==> src/rtl/output_port_alloc_if.sv <==
// Output-port allocator link bundle.
// Groups the request/grant handshake from the input queues, the crossbar
// flit lanes, the downstream link and the credit/status outputs.
//   req         P     per-input request for this output
//   flit_in     P*FW  held flit of input i at [i*FW +: FW]
//   grant       P     registered one-hot (or zero) grant
//   credit_in   1     downstream slot released
//   flit_out_wr 1     flit_out valid
//   flit_out    FW    flit to downstream link
//   credit_cnt  B+1   free downstream slots
//   cred_err    1     sticky credit overflow
// slave  = the allocator, master = input queues + downstream side.
interface output_port_alloc_if #(
  parameter int FW = 64,
  parameter int P  = 7,
  parameter int B  = 4
);
  logic [P-1:0]    req;
  logic [P*FW-1:0] flit_in;
  logic [P-1:0]    grant;
  logic            credit_in;
  logic            flit_out_wr;
  logic [FW-1:0]   flit_out;
  logic [B:0]      credit_cnt;
  logic            cred_err;

  modport slave (
    input  req, flit_in, credit_in,
    output grant, flit_out_wr, flit_out, credit_cnt, cred_err
  );

  modport master (
    output req, flit_in, credit_in,
    input  grant, flit_out_wr, flit_out, credit_cnt, cred_err
  );
endinterface

==> src/rtl/output_port_alloc.sv <==
// Per-output-port round-robin allocator and crossbar mux.
// Arbitrates among input queues requesting this output, issues a one-cycle
// registered grant, forwards the granted input's flit one cycle later and
// tracks downstream buffer space with a credit counter.
//   clk  system clock, rising edge
//   rst  asynchronous active-high reset
//   bus  output_port_alloc_if.slave (req/flit_in/credit_in in,
//        grant/flit_out_wr/flit_out/credit_cnt/cred_err out)
module output_port_alloc #(
  parameter int FW = 64,
  parameter int P  = 7,
  parameter int B  = 4
) (
  input  logic                  clk,
  input  logic                  rst,
  output_port_alloc_if.slave    bus
);

  localparam int PW = (P > 1) ? $clog2(P) : 1;
  localparam logic [B:0] DEPTH = (B+1)'(1) << B;

  logic [PW-1:0] ptr;
  logic [P-1:0]  elig;
  logic          win_valid;
  logic [PW-1:0] win_idx;
  logic [PW:0]   idx;
  logic [FW-1:0] sel_flit;

  // An input holding a grant this cycle is excluded so the queue can drop
  // req combinationally without a loop through the grant.
  assign elig = bus.req & ~bus.grant;

  // Rotating priority search starting at ptr, wrapping at P-1.
  always_comb begin
    win_valid = 1'b0;
    win_idx   = '0;
    idx       = '0;
    for (int k = 0; k < P; k++) begin
      idx = {1'b0, ptr} + (PW+1)'(k);
      if (idx >= (PW+1)'(P))
        idx = idx - (PW+1)'(P);
      if (!win_valid && elig[idx[PW-1:0]]) begin
        win_valid = 1'b1;
        win_idx   = idx[PW-1:0];
      end
    end
    // Credits are taken at grant time, so never grant into a full link.
    if (bus.credit_cnt == '0)
      win_valid = 1'b0;
  end

  // Grant is one-hot, so OR-ing the masked lanes selects the granted flit.
  always_comb begin
    sel_flit = '0;
    for (int i = 0; i < P; i++)
      if (bus.grant[i])
        sel_flit = sel_flit | bus.flit_in[i*FW +: FW];
  end

  always_ff @(posedge clk or posedge rst) begin
    if (rst) begin
      bus.grant       <= '0;
      bus.flit_out_wr <= 1'b0;
      bus.flit_out    <= '0;
      bus.credit_cnt  <= DEPTH;
      bus.cred_err    <= 1'b0;
      ptr             <= '0;
    end else begin
      bus.grant <= win_valid ? (P'(1) << win_idx) : '0;
      if (win_valid)
        ptr <= (win_idx == PW'(P-1)) ? '0 : win_idx + PW'(1);

      bus.flit_out_wr <= |bus.grant;
      if (|bus.grant)
        bus.flit_out <= sel_flit;

      case ({win_valid, bus.credit_in})
        2'b10: bus.credit_cnt <= bus.credit_cnt - (B+1)'(1);
        2'b01: begin
          if (bus.credit_cnt == DEPTH)
            bus.cred_err <= 1'b1;
          else
            bus.credit_cnt <= bus.credit_cnt + (B+1)'(1);
        end
        default: ;
      endcase
    end
  end

endmodule

==> src/flat_wrapper.sv <==
// flat-port wrapper written by rule: the top's interface ports become plain ports
module output_port_alloc_flat 
#(
  parameter int FW = 64,
  parameter int P  = 7,
  parameter int B  = 4
)
  (clk, rst, bus_req, bus_flit_in, bus_credit_in, bus_grant, bus_flit_out_wr, bus_flit_out, bus_credit_cnt, bus_cred_err);
  output_port_alloc_if #(.FW(FW), .P(P), .B(B)) bus_i ();
  input  logic clk;
  input  logic rst;
  input wire logic [$bits(bus_i.req)-1:0] bus_req;
  input wire logic [$bits(bus_i.flit_in)-1:0] bus_flit_in;
  input wire logic [$bits(bus_i.credit_in)-1:0] bus_credit_in;
  output wire logic [$bits(bus_i.grant)-1:0] bus_grant;
  output wire logic [$bits(bus_i.flit_out_wr)-1:0] bus_flit_out_wr;
  output wire logic [$bits(bus_i.flit_out)-1:0] bus_flit_out;
  output wire logic [$bits(bus_i.credit_cnt)-1:0] bus_credit_cnt;
  output wire logic [$bits(bus_i.cred_err)-1:0] bus_cred_err;
  assign bus_i.req = bus_req;
  assign bus_i.flit_in = bus_flit_in;
  assign bus_i.credit_in = bus_credit_in;
  assign bus_grant = bus_i.grant;
  assign bus_flit_out_wr = bus_i.flit_out_wr;
  assign bus_flit_out = bus_i.flit_out;
  assign bus_credit_cnt = bus_i.credit_cnt;
  assign bus_cred_err = bus_i.cred_err;
  output_port_alloc #(.FW(FW), .P(P), .B(B)) u_core (.clk(clk), .rst(rst), .bus(bus_i));
endmodule
==> config.mk <==
export PLATFORM = sky130hd
export DESIGN_NAME = output_port_alloc_flat
export DESIGN_NICKNAME = d
export VERILOG_FILES = /design/src/rtl/output_port_alloc_if.sv /design/src/rtl/output_port_alloc.sv /design/src/flat_wrapper.sv
export SDC_FILE = /design/constraint.sdc
export NUM_CORES = 1
export LEC_CHECK = 0
export ABC_AREA = 1
export BUFFER_PORTS_ARGS = -buffer_cell sky130_fd_sc_hd__buf_2
export CORE_AREA = 2 2 210 212
export DETAILED_ROUTE_END_ITERATION = 8
export DIE_AREA = 0 0 212 214
export PLACE_DENSITY = 0.38
export SLEW_MARGIN = 20
export SYNTH_ARGS = -nofsm -noshare
export SYNTH_HDL_FRONTEND = slang
export SYNTH_SLANG_ARGS = --single-unit
==> constraint.sdc <==
create_clock -name clk -period 6.38 [get_ports clk]
set_input_delay 0.319 -clock clk [delete_from_list [all_inputs] [get_ports clk]]
set_output_delay 0.319 -clock clk [all_outputs]
set_load 0.02 [all_outputs]
-- Yosys cells after proc, flatten, opt, wreduce, memory -nomap -nowiden
Cells that the tools add are included.
- memories kept: 0
- memory bits (read-only): 0
- RAM bits: 0
- word-level logic and storage cells: 114
- output and inout bits: 78
- flip-flop bits (word level): 81
- bits in latches: 0
- bits of input ports: 458
- muxes and demuxes: 47
- bitwise gates (word level): 8
- add/sub/neg operators: 16
- $mul: 0
- shift-type cells: 1
- divide/modulo/power cells: 0
- order comparisons: 14
- equal/unequal tests: 5
- reduce and logical (&&, ||, !) cells: 17
- operator list (operator ; number):
    64-bit two-way mux ; 7
    64-bit bitwise OR ; 6
    3-bit two-way mux ; 15
    3-bit by 4-bit < comparator with 1-bit output (second input constant) ; 7
    4-bit by 3-bit >= comparator with 1-bit output (second input constant) ; 6
    1-bit binary-select mux with 3-bit select ; 7
    3-bit subtractor (second input constant) ; 7
    1-bit two-way mux ; 15
    3-bit by 3-bit adder with 4-bit output (second input constant) ; 3
    5-bit case mux with 2 select lines ; 1
    3-bit by 2-bit adder with 4-bit output (second input constant) ; 2
    7-bit bitwise AND ; 1
    7-bit two-way mux ; 1
    7-bit inverter ; 1
    7-bit OR reduction ; 1
    1-bit by 3-bit << shifter with 7-bit output (first input constant) ; 1
    1-bit logical AND ; 6
    1-bit zero test ; 6
    5-bit by 1-bit adder with 5-bit output (second input constant) ; 1
    5-bit equality test (second input constant) ; 1
    5-bit zero test ; 1
    5-bit two-way mux ; 1
    5-bit by 1-bit subtractor with 5-bit output (second input constant) ; 1
    3-bit by 1-bit adder with 4-bit output (second input constant) ; 1
    other kinds (8) ; 9

-- Logic depth before layout (Yosys ltp)
- depth after elaboration: 27
- gate-level depth with buffers: 30
- gate-level depth less buffers: 29

-- Least setup slack after synthesis
OpenSTA, ideal clock, no wires.
- kind: register to register
- from: register u_core.ptr[1]
- to: register u_core.bus.credit_cnt[4]
- clock period less this slack: 3648 ps
- setup slack: 2732 ps
- data arrival time: 3572 ps
- buffers on the path: 0
- data required time: 6304 ps
- cell stages (with the launch flop): 28
- setup time: 76 ps
- path through: dfrtp_1 inv_1 ha_1 inv_1 fa_1 o21ai_0 inv_1 nand3_1 nand2_1 nand2_1 nand2_2 nor2_8 nand3_4 nor2_4 nand2_2 nand2_4 inv_4 nor2_2 inv_2 ha_1 inv_1 o21bai_1 a31oi_1 inv_1 nand2_1 nand2_1 nand2_1 nand2_1
- word-level cells in the longest chain between the ends: 27
- elaborated cells between the ends (all ways): 67
- those cells by class: 13 x add/sub; 7 x order compare; 3 x eq/ne; 30 x mux; 14 x reduce/logical
- ends and longest elaborated chain (item ; RTL line ; RTL):
    from (decl) ; output_port_alloc.sv:22 ; logic [PW-1:0] ptr;
    from (signal assigned) ; output_port_alloc.sv:71 ; ptr <= (win_idx == PW'(P-1)) ? '0 : win_idx + PW'(1);
    parallel branches: the longest is 22 deep, another holds 3-bit by 1-bit adder with 4-bit output ; n/a ;
    1-bit two-way mux * ; output_port_alloc.sv:42 ; if (!win_valid && elig[idx[PW-1:0]]) begin
    1-bit two-way mux * ; output_port_alloc.sv:48 ; if (bus.credit_cnt == '0)
    2-bit by 1-bit equality test with 1-bit output / 2-bit equality test (equally long branches) ; output_port_alloc.sv:77 ; case ({win_valid, bus.credit_in})
    2-bit != test (no source line) / 2-bit nonzero test (equally long branches) ; n/a ;
    2-bit AND reduction (no source line) ; n/a ;
    to (signal assigned) ; output_port_alloc.sv:78 ; 2'b10: bus.credit_cnt <= bus.credit_cnt - (B+1)'(1);
    to (signal assigned) ; output_port_alloc.sv:83 ; bus.credit_cnt <= bus.credit_cnt + (B+1)'(1);
    to (decl) ; output_port_alloc_if.sv:29 ; output grant, flit_out_wr, flit_out, credit_cnt, cred_err
Mark *: on every way between the ends. The select of a mux whose other input is x is not followed.
A chain may end at the register's enable or synchronous reset.

-- Final worst setup path
Ends and elaborated chain as after synthesis.

==> results by group <==
Run status
  • Status: finished with violations
  • Failing checks: negative hold slack

Logic synthesis
  • Portion of the post-synthesis area used by sequential elements: 29.3%
  • Main combinational cell family by area after synthesis: simple AND/OR/NAND/NOR gates
  • Simple logic cell fraction of the synthesized area: 34.0%
  • Share of Yosys cell area claimed by the top area cell type: 28.9%
  • Cell taking the most area after synthesis: sky130_fd_sc_hd__dfrtp_1
  • Count of cell types in the netlist: 41
  • Synth Instances: 1008
  • Cell with the most instances after synthesis: sky130_fd_sc_hd__nand2_1
  • Most numerous cell types in the synthesized netlist: sky130_fd_sc_hd__nand2_1 (339), sky130_fd_sc_hd__nand3_1 (127), sky130_fd_sc_hd__a221oi_1 (102)
  • Synthesized cell area: 6920 µm²
  • Top flip-flop cell by instance count after synthesis: sky130_fd_sc_hd__dfrtp_1
  • Post-synthesis share of cell area spent on xor and xnor gates: 0.506%
  • Mean area per synthesized cell: 6.86 µm²
  • Mux contribution to synthesized area: 0%
  • Syn nets: 1485
  • Number of warnings reported in the yosys synthesis log: 0
  • Area contributors post-synth: sky130_fd_sc_hd__dfrtp_1 (29%), sky130_fd_sc_hd__nand2_1 (18%), sky130_fd_sc_hd__a221oi_1 (13%)
  • Post-synthesis adder-cell area fraction: 3.65%
  • Post-synthesis compound-gate area fraction: 24.4%
  • Count of flip-flops with a built-in enable after synthesis: 0
  • Flop and latch count out of synthesis: 81
  • Fraction of registers with async set or reset after synthesis: 100%

Cells and area
  • Number of fill cells: 4886
  • Total number of nets in the final design: 1985
  • Area Growth Syn to Fin: 52.6%
  • Proportion of layout cells with a drive suffix above 1: 39.9%

STA
  • Final Setup Violations: 0
  • Number of hold violations in the final report: 6
  • Fmax: 235 MHz
  • Worst slack on hold paths: -0.0159 ns
  • Period minus WS final: 4.25 ns
  • Worst slew pin tran: 0.856 ns
  • Final clock skew: 0.00854 ns
  • Share of the clock period used by the worst path: 66.6%
  • Unrepaired setup endpoints after global routing: no
  • Max-slew violation count: 0
  • Post-route setup TNS: 0 ns
  • Headroom to the max-slew limit: 43.0%

Pwr
  • Static leakage: 5.61 nW
  • Share of total power in the clock network: 10.3%
  • Proportion of total power due to net switching: 57.1%
  • VDD IR max: 0.273 mV
  • Power density normalized to cell area: 552 nW/µm²
  • P_sw: 3.33 mW
  • Proportion of power drawn by combinational gates: 71.7%
  • Internal power consumption: 2.50 mW
  • Part of the total power dissipated in sequential elements: 18.0%

Die
  • Die outline area: 45400 µm²
  • Starting density of the core: 16.1%
  • Die Ht: 214 µm
  • Site row count: 76
  • Core area: 42900 µm²
  • Overall die width: 212 µm
  • IO Count: 536

Detailed routing
  • Via density per instance: 4.55
  • DRT Wirelength: 45100 µm
  • Total vias in the final route: 9604
  • Violation count after the first detailed-routing iteration: 705
  • Drt drc: 0
  • Number of iterations in the first detailed-routing pass: 5
  • Average wire per standard cell: 21.4 µm
  • Residual antenna-violating net count after detailed routing: 0

GRT
  • Total global-route track usage: 19.1%
  • Overflow left after global routing: 0
  • Pin count of the biggest net entering global routing: 49
  • Global-route wire length before repair: 62900 µm
  • Initial antenna violation count: 22
  • Number of global-route vias before repair: 9603

Setup path
  • Critical path type: register to register
  • Cell with the largest stage delay on the worst path: sky130_fd_sc_hd__fa_1
  • Arrival time reported for the critical path endpoint: 4.55 ns
  • Crit. End Element: register
  • Worst endpoint required time: 6.68 ns
  • Kind of start point of the critical path: register
  • Maximum single-stage delay on the critical path: 0.46 ns
  • Dominant cell type by count on the critical path: sky130_fd_sc_hd__nand2_1
  • Largest fanout on the critical path: 11

Clock tree
  • Clock latency on the worst-skew pair: 0.36 ns
  • Number of buffers on the longest clock path: 2
  • CTS buffer count: 9
  • CTS HTree Levels: 3
  • CTS tree: yes
  • Count of buffers added by post-CTS timing repair for setup: 0
  • Clock net sink count: 81
  • Clock Root Buffer: sky130_fd_sc_hd__clkbuf_16
  • Post-cts gate resize count: 0
  • Number of buffers added to fix hold violations after cts: 0
  • Reg clk slew, reported paths: 0.07 ns

Placed design
  • Quantity of I/O buffers inserted on ports: 535
  • Estimated wirelength of the detail-placed design: 35800 µm
  • Final RePlAce weighted congestion: 0.951

Min path
  • Type of the most critical hold path: input port to async pin

Run
  • Number of max-capacitance violations reported: 0
registers in the layout (all words and copies together) (netlist names):
signal and cells:
u_core.bus.cred_err 1, u_core.bus.credit_cnt 5, u_core.bus.flit_out 64, u_core.bus.flit_out_wr 1, u_core.bus.grant 7, u_core.ptr 3
kinds of logic after synthesis:
family / count (synthesis)
AO/OA/AOI/OAI: 218
XOR/XNOR: 4
adder cells (fa/ha/maj): 19
flip-flops: 81
buffers and inverters: 144
AND/OR/NAND/NOR: 542
area by class of cell:
class / instances / area [µm²] / area share (%)
diodes: 14 / 35.0 / 0.332
inverters: 84 / 320 / 3.03
clock buffers: 11 / 243 / 2.30
well taps: 585 / 732 / 6.93
multi-input cells: 783 / 4330 / 41.0
repair buffers: 549 / 2780 / 26.4
clock inverters: 5 / 78.8 / 0.747
flip-flops and latches: 81 / 2040 / 19.3
power by group through the flow:
| stage | sequential (mW) | combinational [mW] | clock (mW) |
|---|---|---|---|
| final | 1.05 | 4.18 | 0.600 |
| after global routing | 1.09 | 4.66 | 0.645 |
| after CTS | 1.06 | 4.22 | 0.630 |
| after detailed placement | 1.06 | 4.20 | 0 |
| after global placement | 1.06 | 4.23 | 0 |
| after floorplan | 1.25 | 2.56 | 0 |
layer usage:
layer | share of wire, % | vias up | track usage, %
met5 | 0.18 | - | 0
met4 | 3.3 | 14 | 8.19
met3 | 8.6 | 84 | 5.70
met2 | 47 | 461 | 31.7
met1 | 41 | 4489 | 22.8
li1 | - | 4556 | -
worst max-delay path: cells and delay by family, from the launching register on:
family	cells	cell delay, ns
AO/OA/AOI/OAI	3	0.63
adder cells (fa/ha/maj)	3	1.00
buffers and inverters	7	0.84
flip-flops	1	0.45
AND/OR/NAND/NOR	14	1.25
through the flow:
stage | power (mW) | std cells | instance area [µm²] | worst slack [ns] | util [%]
5_1_grt | 6.39 | 2111 | 10600 | 1.73 | 24.6
3_3_place_gp | 5.29 | 2082 | 10200 | 2.21 | 23.8
2_1_floorplan | 3.81 | 1008 | 6920 | 2.73 | -
3_5_place_dp | 5.26 | 2082 | 10200 | 2.13 | 23.8
6_report | 5.83 | 2112 | 10600 | 2.13 | 24.6
4_1_cts | 5.91 | 2098 | 10500 | 2.09 | 24.5
path summary, 6_finish.rpt:
check	from	end	slack (ns)	cells after the start
worst max register to register	u_core.ptr[1]	u_core.bus.credit_cnt[4]	2.13	27
max in group asynchronous	rst	u_core.bus.flit_out[36]	5.29	3
min in group clk	bus_flit_in[438]	u_core.bus.flit_out[54]	0.17	3
worst min-delay path	rst	u_core.bus.flit_out[12]	-0.02	2
worst min register to register	u_core.bus.flit_out[16]	u_core.bus.flit_out[16]	0.48	2
worst max-delay path	u_core.ptr[1]	u_core.bus.credit_cnt[4]	2.13	27
cell usage in the layout (no fill, tap or decap), types with 6 or more instances in the layout:
cell type and instances:
sky130_fd_sc_hd__buf_2 535, sky130_fd_sc_hd__nand2_1 339, sky130_fd_sc_hd__nand3_1 127, sky130_fd_sc_hd__a221oi_1 102
sky130_fd_sc_hd__inv_1 74, sky130_fd_sc_hd__dfrtp_1 73, sky130_fd_sc_hd__nor2_1 46, sky130_fd_sc_hd__a21oi_1 37
sky130_fd_sc_hd__a22o_1 35, sky130_fd_sc_hd__o21ai_0 19, sky130_fd_sc_hd__ha_1 17, sky130_fd_sc_hd__diode_2 14
sky130_fd_sc_hd__buf_4 14, sky130_fd_sc_hd__a221o_1 11, sky130_fd_sc_hd__clkbuf_16 9, sky130_fd_sc_hd__nand2_2 8
sky130_fd_sc_hd__inv_2 7, sky130_fd_sc_hd__dfrtp_2 7, sky130_fd_sc_hd__o211ai_1 6
Note: power is estimated with default switching activity, not from simulation.
